**src/rtl/apb_master_cmdq.sv**
```systemverilog
// apb_master_cmdq: APB4 master behind a command FIFO.
// Commands arrive on a valid/ready stream and are queued. They are run one at a time
// as IDLE -> SETUP -> ACCESS transfers. Each transfer returns one response through a
// single-entry response register, with read data and an OK, PSLVERR or TIMEOUT status.
// DATA_W must be 8, 16 or 32. CMD_DEPTH must be a power of two, >= 2.
module apb_master_cmdq #(
  parameter int ADDR_W      = 32,
  parameter int DATA_W      = 32,
  parameter int CMD_DEPTH   = 4,
  parameter int TIMEOUT_CYC = 256
) (
  input  logic                pclk,
  input  logic                presetn,
  // command stream
  input  logic                cmd_valid,
  output logic                cmd_ready,
  input  logic                cmd_write,
  input  logic [ADDR_W-1:0]   cmd_addr,
  input  logic [DATA_W-1:0]   cmd_wdata,
  input  logic [DATA_W/8-1:0] cmd_strb,
  // response stream
  output logic                rsp_valid,
  input  logic                rsp_ready,
  output logic [DATA_W-1:0]   rsp_rdata,
  output logic [1:0]          rsp_err,
  output logic                busy,
  // APB4 master port
  output logic [ADDR_W-1:0]   paddr,
  output logic                psel,
  output logic                penable,
  output logic                pwrite,
  output logic [DATA_W-1:0]   pwdata,
  output logic [DATA_W/8-1:0] pstrb,
  input  logic [DATA_W-1:0]   prdata,
  input  logic                pready,
  input  logic                pslverr
);

  localparam int STRB_W = DATA_W / 8;
  localparam int IDX_W  = $clog2(CMD_DEPTH);
  localparam int PTR_W  = IDX_W + 1;

  // The timeout counter holds 0..TIMEOUT_CYC-1. It keeps one bit when timeouts are disabled.
  localparam bit TMO_EN = (TIMEOUT_CYC != 0);
  localparam int TMO_W  = TMO_EN ? $clog2(TIMEOUT_CYC + 1) : 1;
  localparam logic [TMO_W-1:0] TMO_LAST = TMO_EN ? TMO_W'(TIMEOUT_CYC - 1) : '0;

  localparam logic [1:0] ERR_OK  = 2'b00;
  localparam logic [1:0] ERR_SLV = 2'b01;
  localparam logic [1:0] ERR_TMO = 2'b10;

  typedef enum logic [1:0] {
    S_IDLE,
    S_SETUP,
    S_ACCESS
  } state_t;

  typedef struct packed {
    logic              write;
    logic [ADDR_W-1:0] addr;
    logic [DATA_W-1:0] wdata;
    logic [STRB_W-1:0] strb;
  } cmd_t;

  // ---------------------------------------------------------------------------
  // Command FIFO
  // The pointers carry one extra wrap bit. Full and empty are therefore told apart
  // without a separate occupancy counter.
  // ---------------------------------------------------------------------------
  cmd_t             mem [CMD_DEPTH];
  cmd_t             cmd_in;
  cmd_t             head;
  logic [PTR_W-1:0] wr_ptr;
  logic [PTR_W-1:0] rd_ptr;
  logic             fifo_empty;
  logic             fifo_full;
  logic             push;
  logic             pop;

  assign cmd_in     = '{write: cmd_write, addr: cmd_addr, wdata: cmd_wdata, strb: cmd_strb};
  assign fifo_empty = (wr_ptr == rd_ptr);
  assign fifo_full  = (wr_ptr[IDX_W] != rd_ptr[IDX_W]) &&
                      (wr_ptr[IDX_W-1:0] == rd_ptr[IDX_W-1:0]);
  assign cmd_ready  = !fifo_full;
  assign push       = cmd_valid && cmd_ready;
  assign head       = mem[rd_ptr[IDX_W-1:0]];

  // Write the accepted command into the slot selected by the write pointer.
  // NOTE: the storage array has no reset. The pointers alone decide which entries are
  // valid. Leaving reset off also lets the array map onto plain RAM.
  always_ff @(posedge pclk) begin
    if (push) begin
      mem[wr_ptr[IDX_W-1:0]] <= cmd_in;
    end
  end

  // Advance the FIFO pointers. Reset empties the queue.
  // NOTE: sequential state is always updated with <=, so every flop samples pre-edge values.
  always_ff @(posedge pclk) begin
    if (!presetn) begin
      wr_ptr <= '0;
      rd_ptr <= '0;
    end else begin
      if (push) wr_ptr <= wr_ptr + PTR_W'(1);
      if (pop)  rd_ptr <= rd_ptr + PTR_W'(1);
    end
  end

  // ---------------------------------------------------------------------------
  // Transfer FSM
  // ---------------------------------------------------------------------------
  state_t           state;
  state_t           state_nxt;
  cmd_t             cur;
  logic [TMO_W-1:0] tmo_cnt;
  logic             tmo_hit;
  logic             rsp_free;

  // The response register can take a new result once it is empty or being drained this cycle.
  assign rsp_free = !rsp_valid || rsp_ready;
  // The timeout fires on the TIMEOUT_CYC-th ACCESS cycle. pready takes priority on that cycle.
  assign tmo_hit  = TMO_EN && (tmo_cnt == TMO_LAST);

  // State register.
  always_ff @(posedge pclk) begin
    if (!presetn) begin
      state <= S_IDLE;
    end else begin
      state <= state_nxt;
    end
  end

  // Next-state logic and the FIFO pop request.
  // NOTE: every signal driven here gets a default first, so no path can infer a latch.
  always_comb begin
    state_nxt = state;
    pop       = 1'b0;
    case (state)
      S_IDLE: begin
        if (!fifo_empty && rsp_free) begin
          pop       = 1'b1;
          state_nxt = S_SETUP;
        end
      end
      S_SETUP:  state_nxt = S_ACCESS;
      S_ACCESS: begin
        if (pready || tmo_hit) state_nxt = S_IDLE;
      end
      default:  state_nxt = S_IDLE;
    endcase
  end

  // Capture the popped command. Reads carry zero write data and strobes onto the bus.
  always_ff @(posedge pclk) begin
    if (!presetn) begin
      cur <= '0;
    end else if (pop) begin
      cur.write <= head.write;
      cur.addr  <= head.addr;
      cur.wdata <= head.write ? head.wdata : '0;
      cur.strb  <= head.write ? head.strb  : '0;
    end
  end

  // Count ACCESS cycles of the current transfer. The count restarts in SETUP.
  always_ff @(posedge pclk) begin
    if (!presetn) begin
      tmo_cnt <= '0;
    end else if (state == S_SETUP) begin
      tmo_cnt <= '0;
    end else if (state == S_ACCESS) begin
      tmo_cnt <= tmo_cnt + TMO_W'(1);
    end
  end

  // Load the response when a transfer ends, and release it on the response handshake.
  // A new transfer starts only once this register is free. A load and a drain therefore
  // never fall on the same cycle.
  always_ff @(posedge pclk) begin
    if (!presetn) begin
      rsp_valid <= 1'b0;
      rsp_rdata <= '0;
      rsp_err   <= ERR_OK;
    end else if (state == S_ACCESS && pready) begin
      rsp_valid <= 1'b1;
      rsp_rdata <= cur.write ? '0 : prdata;
      rsp_err   <= pslverr ? ERR_SLV : ERR_OK;
    end else if (state == S_ACCESS && tmo_hit) begin
      rsp_valid <= 1'b1;
      rsp_rdata <= '0;
      rsp_err   <= ERR_TMO;
    end else if (rsp_valid && rsp_ready) begin
      rsp_valid <= 1'b0;
    end
  end

  // Drive the APB bus from the captured command. All bus outputs are zero in IDLE.
  always_comb begin
    psel    = 1'b0;
    penable = 1'b0;
    paddr   = '0;
    pwrite  = 1'b0;
    pwdata  = '0;
    pstrb   = '0;
    if (state != S_IDLE) begin
      psel    = 1'b1;
      penable = (state == S_ACCESS);
      paddr   = cur.addr;
      pwrite  = cur.write;
      pwdata  = cur.wdata;
      pstrb   = cur.strb;
    end
  end

  assign busy = !fifo_empty || (state != S_IDLE) || rsp_valid;

endmodule

```
**config.mk**
```make
export PLATFORM = sky130hd
export DESIGN_NAME = apb_master_cmdq
export DESIGN_NICKNAME = d
export VERILOG_FILES = /design/src/rtl/apb_master_cmdq.sv
export SDC_FILE = /design/constraint.sdc
export NUM_CORES = 1
export LEC_CHECK = 0
export CAP_MARGIN = 20
export CORE_UTILIZATION = 60
export DETAILED_ROUTE_END_ITERATION = 8
export DONT_BUFFER_PORTS = 1
export PLACE_DENSITY = 0.82
export SYNTH_ARGS = -nofsm -noshare
export SYNTH_HDL_FRONTEND = slang
export SYNTH_SLANG_ARGS = --single-unit
```
**constraint.sdc**
```tcl
create_clock -name pclk -period 4.7 [get_ports pclk]
set_input_delay 0.94 -clock pclk [delete_from_list [all_inputs] [get_ports pclk]]
set_output_delay 0.94 -clock pclk [all_outputs]
set_load 0.03 [all_outputs]
```
# --- Yosys cells after proc, flatten, opt, wreduce, memory -nomap -nowiden ---
# Memories as Yosys holds them, arrays and structs flattened. A register that Yosys moved wholly into a read port is not among the register bits.
# Index checks and enable logic that the tools add are counted.
op_classes:
  add_sub_neg: 3
  n_eq_ne: 8
  n_mux: 26
  bitwise: 1
  n_reduce_logical: 19
ops:
  columns: ["cell", "count"]
  rows:
  - ["32-bit 2-to-1 mux", 6]
  - ["2-bit 2-to-1 mux", 6]
  - ["1-bit 2-to-1 mux", 11]
  - ["9-bit by 1-bit adder with 9-bit output, second input constant", 1]
  - ["9-bit by 8-bit == test with 1-bit output, second input constant", 1]
  - ["4-bit 2-to-1 mux", 2]
  - ["3-bit by 1-bit adder with 3-bit output, second input constant", 2]
  - ["1-bit logical AND", 6]
  - ["2-bit one-hot mux with 3 select lines", 1]
  - ["1-bit logical OR", 4]
  - ["2-bit inequality test, second input constant", 2]
  - ["2-bit nonzero test", 2]
  - ["3-bit == test", 1]
  - ["1-bit zero test", 3]
  - ["3-bit nonzero test", 1]
  - ["2-bit by 1-bit == test with 1-bit output, second input constant", 1]
  - ["2-bit == test", 1]
  - ["2-bit == test, second input constant", 1]
  - ["2-bit zero test", 1]
  - ["2-bit AND reduction", 1]
  - ["2-bit OR reduction", 1]
  - ["1-bit inequality test", 1]
  - ["1-bit NOT", 1]
totals:
  ff_bits: 121
  ramBits: 276
  in_bits: 107
  out_inout_bits: 108
  elab_cells: 69
  mem_count: 1
mem_list:
  columns: ["memory", "words", "word_bits", "read_ports", "rd_ports_with_merged_regs", "write_ports", "line_no", "rtl"]
  rows:
  - ["mem", 4, 69, 1, 1, 1, "70", "cmd_t mem [CMD_DEPTH];"]

# --- Logic depth before layout (Yosys ltp) ---
logic_depth:
  word_depth: 7
  mapped_depth: 8
  ltp_nobuf: 7

# --- Worst setup path after synthesis ---
# No wires, ideal clock.
synth_path:
  path_kind: "input port to flip-flop"
  start: "input port cmd_valid"
  end: "memory mem[2][0] (netlist name) (enable)"
  setup_time_ns: 0.435
  t_arrival_ns: 2.999
  t_required_ns: 4.265
  slack_ns: 1.267
  stages: 3
  path_buffers: 0
  cell_sequence: "inv_1 a31oi_1 and2_1"
synth_via:
  elab_chain_cells: 3
synth_lines:
  columns: ["item", "line_no", "rtl"]
  rows:
  - ["start: declaration", "15", "input logic cmd_valid,"]
  - ["1-bit logical AND", "85", "assign push = cmd_valid && cmd_ready;"]
  - ["1-bit 2-to-1 mux", "92", "if (push) begin"]
  - ["1-bit 2-to-1 mux (implied by the code)", "93", "mem[wr_ptr[IDX_W-1:0]] <= cmd_in;"]
  - ["end: declaration", "70", null]
# Every way passes these cells.

# --- Final worst setup path ---
layout_path:
  start: "register state[0]"
  end: "output port paddr[29]"
layout_via:
  elab_chain_cells: 2
layout_lines:
  columns: ["item", "line_no", "rtl"]
  rows:
  - ["start: declaration", "112", "state_t state;"]
  - ["start signal: assignment", "129", "state <= state_nxt;"]
  - ["2-bit nonzero test", "205", "if (state != S_IDLE) begin"]
  - ["32-bit 2-to-1 mux", "205", null]
  - ["end: declaration", "28", "output logic [ADDR_W-1:0] paddr,"]
# Every way passes these cells.

==> results list <==
- The run finished with clean final reports.
- GPL Wtd Cong: 0.774
* Number of warning messages in the yosys log: 0
- Pre-Repair DR Iteration Count: 5
* Pin count of the biggest net entering global routing: 153
* Largest area contributor in the netlist: edfxtp_1
* Chip Width: 164 µm
- Cell area after synthesis: 15800 µm²
- Synthesis inferred 399 register bits.
- Transition time of the tightest slew-check pin: 1.10 ns
- Number of H-tree levels: 2
- For this run, design rule violations remaining after detail routing come to 0.
- Fraction of layout cells with a size suffix above 1: 16.0%
* Count of mapped cells out of synthesis: 1071
* Routed Wire Length: 31800 µm
- Setup repair after global routing left no endpoint under its margin.
- Share of synthesized area occupied by flip-flops and latches: 68.0%
* Crit-path max cell delay: 0.68 ns
- Once placement finished, the instance area stood at 16100 µm².
- Floorplan die area: 27000 µm²
* DP Wirelength: 19000 µm
* Total congestion overflow after global routing: 0
- The first global-routing pass estimated 47700 µm of wire.
* Total CTS buffers: 40
- Worst VDD drop: 0.456 mV
* Simple-gate portion of the synthesized area: 10.7%
- DIE HEIGHT: 164 µm
- Leading cell type by number of instances after synthesis: edfxtp_1
- Highest-delay cell along the critical path: inv_2
* Proportion of register bits with asynchronous set or reset after synthesis: 0%
* Start point of the worst min-delay path: cur[44]
- Compound-cell area share of the yosys netlist: 5.27%
* Clock tree from TritonCTS: yes
* Reported max-cap violation count: 0
* Number of antenna violations at the first check in global routing: 0
* Clock period minus final worst setup slack: 3.69 ns
* Top achievable clock speed: 271 MHz
- Of all nets on the critical path, the largest fanout is 64.
* Tcrit/Tclk final: 78.4%
- Adding up every negative setup slack in the final design gives 0 ns.
* Multiplexer area fraction after synthesis: 12.2%
- The count of nets left with antenna violations once routing finished came out at 0.
* Number of DRC violations after detailed-routing iteration 0: 674
- Number of resized instances in the post-cts repair step: 0
- Final standard cell area without fillers: 17600 µm²
- Overall power after layout: 10600 µW
- The detailed router placed 8943 vias in this run.
- Min-Delay Path Class: reg2reg
- Dominant combinational cell family by area after synthesis: multiplexers
* Crit Reg-Reg Endpoint: mem[0][65]
- After clock tree synthesis, the setup repair step added 0 buffers.
- Number of hold-slack violations in the final timing report: 0
- Synth Area in Adders: 0.554%
- Port buffer count: 0
- In this run the standard cell core region covers 26000 µm².
- For this run, the leading register cell type out of synthesis is edfxtp_1.
- Traced cell by cell, the critical path runs through nor2_4 -> buf_4 -> inv_2 -> buf_4 -> and2_1.
- The number of max-slew violations in the final report is 0.
- Via density per instance: 6.33
- Nets: 1161
* Antenna cells: 0
- WS Path Type: reg2out
- For hold timing, the worst endpoint is cur[44].
- Pwr/cell area: 604 nW/µm²
- Num Clock Sinks: 399
- Worst max-slew margin expressed relative to the limit: 26.8%
* Startpoint type of the worst setup path: register
- The via count of the first global-routing pass was 8704.
- The netlist uses 44 different library cells.
* Setup slack of the worst register-to-register path: 1.77 ns
- Clock-pin slew was measured on the worst setup and hold paths at 0.06 ns.
* Number of cell rows: 59
* Syn Area/Cell: 14.8 µm²
* Synthesized Nets: 1185
* Post-CTS Hold Fix Bufs: 0
* Startpoint of the worst register-to-register path: rd_ptr[2]
* Multi-input combinational cell area: 4730 µm²
- Largest cells by area after synthesis: edfxtp_1, dfxtp_1, mux4_2
- For this run, the total global-route usage over all layers was measured as 23.5%.
* Area fraction of the dominant cell type after synthesis: 52.4%
* IO Pins: 215
- The cell sitting at the root of the clock tree is a clkbuf_16.
- Area Growth Syn to Fin: 11.1%
- For the final database, setup skew stands at 0.0153 ns.
* Number of endpoints failing setup at the final stage: 0
* Number of cells traversed by the worst register-to-register path: 4
- Counting flops with a built-in enable in the synthesized netlist gives 276.
* Data arrival at the endpoint of the critical path: 2.75 ns
* Most Frequent Cell on Critical Path: buf_4
* Total area of sequential cells: 10800 µm²
* Number of filler cells placed in the layout: 1722
- Final routed wire length divided by cell count: 22.5 µm
* Data required time at the worst endpoint: 3.76 ns
* Leakage component of the power: 0.00581 µW
- Crit. End Element: output port
- Initial core utilization: 60.8%
- Xor/xnor cell area share of the yosys netlist: 0.491%
* Number of buffers on the longest clock path: 3
- Clk_lat worst skew: 0.54 ns
- Cell depth of the worst min-delay path: 2
* Most common library cells after synthesis: edfxtp_1, nand2_1, dfxtp_1
stage by stage:
step           cells  hold slack (ns)  util (%)  setup WS (ns)
2_1_floorplan   1071            0.433         -           1.27
3_3_place_gp    1338            0.445      61.9           1.66
3_5_place_dp    1338            0.449      61.9           1.57
4_1_cts         1411            0.459      67.4           1.00
5_1_grt         1413            0.469      67.6          0.803
6_report        1413            0.455      67.6           1.01
worst max path at each step:
stage / start / endpoint / slack (ns)
final: state[0] / paddr[29] / 1.01
after CTS: state[1] / paddr[29] / 1.00
after global placement: state[0] / paddr[22] / 1.66
after detailed placement: state[0] / paddr[29] / 1.57
after global routing: state[1] / paddr[29] / 0.80
after floorplan: cmd_valid / mem[2][0] / 1.27
cell usage in the layout, fill, tap and decap left out, drive strengths merged, types with 6 or more instances in the layout:
cell type	count
edfxtp	276
nand2	146
dfxtp	123
and2	73
mux4	69
clkbuf	51
a21oi	43
mux2i	38
o21ai	37
or4	37
nand4	36
o221ai	35
buf	20
inv	12
clkinv	12
nor2	9
ha	7
bufinv	7
nand3	6
kinds of logic after synthesis:
kind of cell / Yosys count
XOR/XNOR: 8
adder cells (fa/ha/maj): 7
AND/OR/NAND/NOR: 325
buffers and inverters: 96
AO/OA/AOI/OAI: 129
multiplexers: 107
flip-flops: 399
area by class of cell:
class | count | share of cell area, %
well taps | 335 | 2.39
clock inverters | 22 | 1.79
multi-input cells | 576 | 26.9
inverters | 10 | 0.214
repair buffers | 20 | 1.04
clock buffers | 51 | 6.40
flip-flops and latches | 399 | 61.2
worst max-delay path, delay by kind of cell (launching register included):
kind	cells	cell delay (ns)
flip-flops	1	0.47
AND/OR/NAND/NOR	2	0.39
buffers and inverters	3	1.32
registers in the layout (all words and copies together), names as in the netlist, named ones only:
signal,cells
tmo_cnt,9
mem,276
state,2
cur,69
rsp_err,2
rsp_rdata,32
wr_ptr,3
rd_ptr,3
rsp_valid,1
power by group:
group	internal (µW)	leakage [µW]	switching, µW
logic	987	0.00156	1600
registers	4260	0.00354	379
clock network	2090	0.000709	1300
total	7330	0.00581	3280
layer usage:
metal	vias to the layer above	part of all wire (%)	track usage, %	wire, µm
met5	-	0	0	0
met4	0	2.2	7.07	707
met3	54	9.3	5.98	2970
met2	364	50	39.4	15800
met1	4466	39	30.2	12400
li1	4059	-	-	-
(Power assumes the default switching activity.)
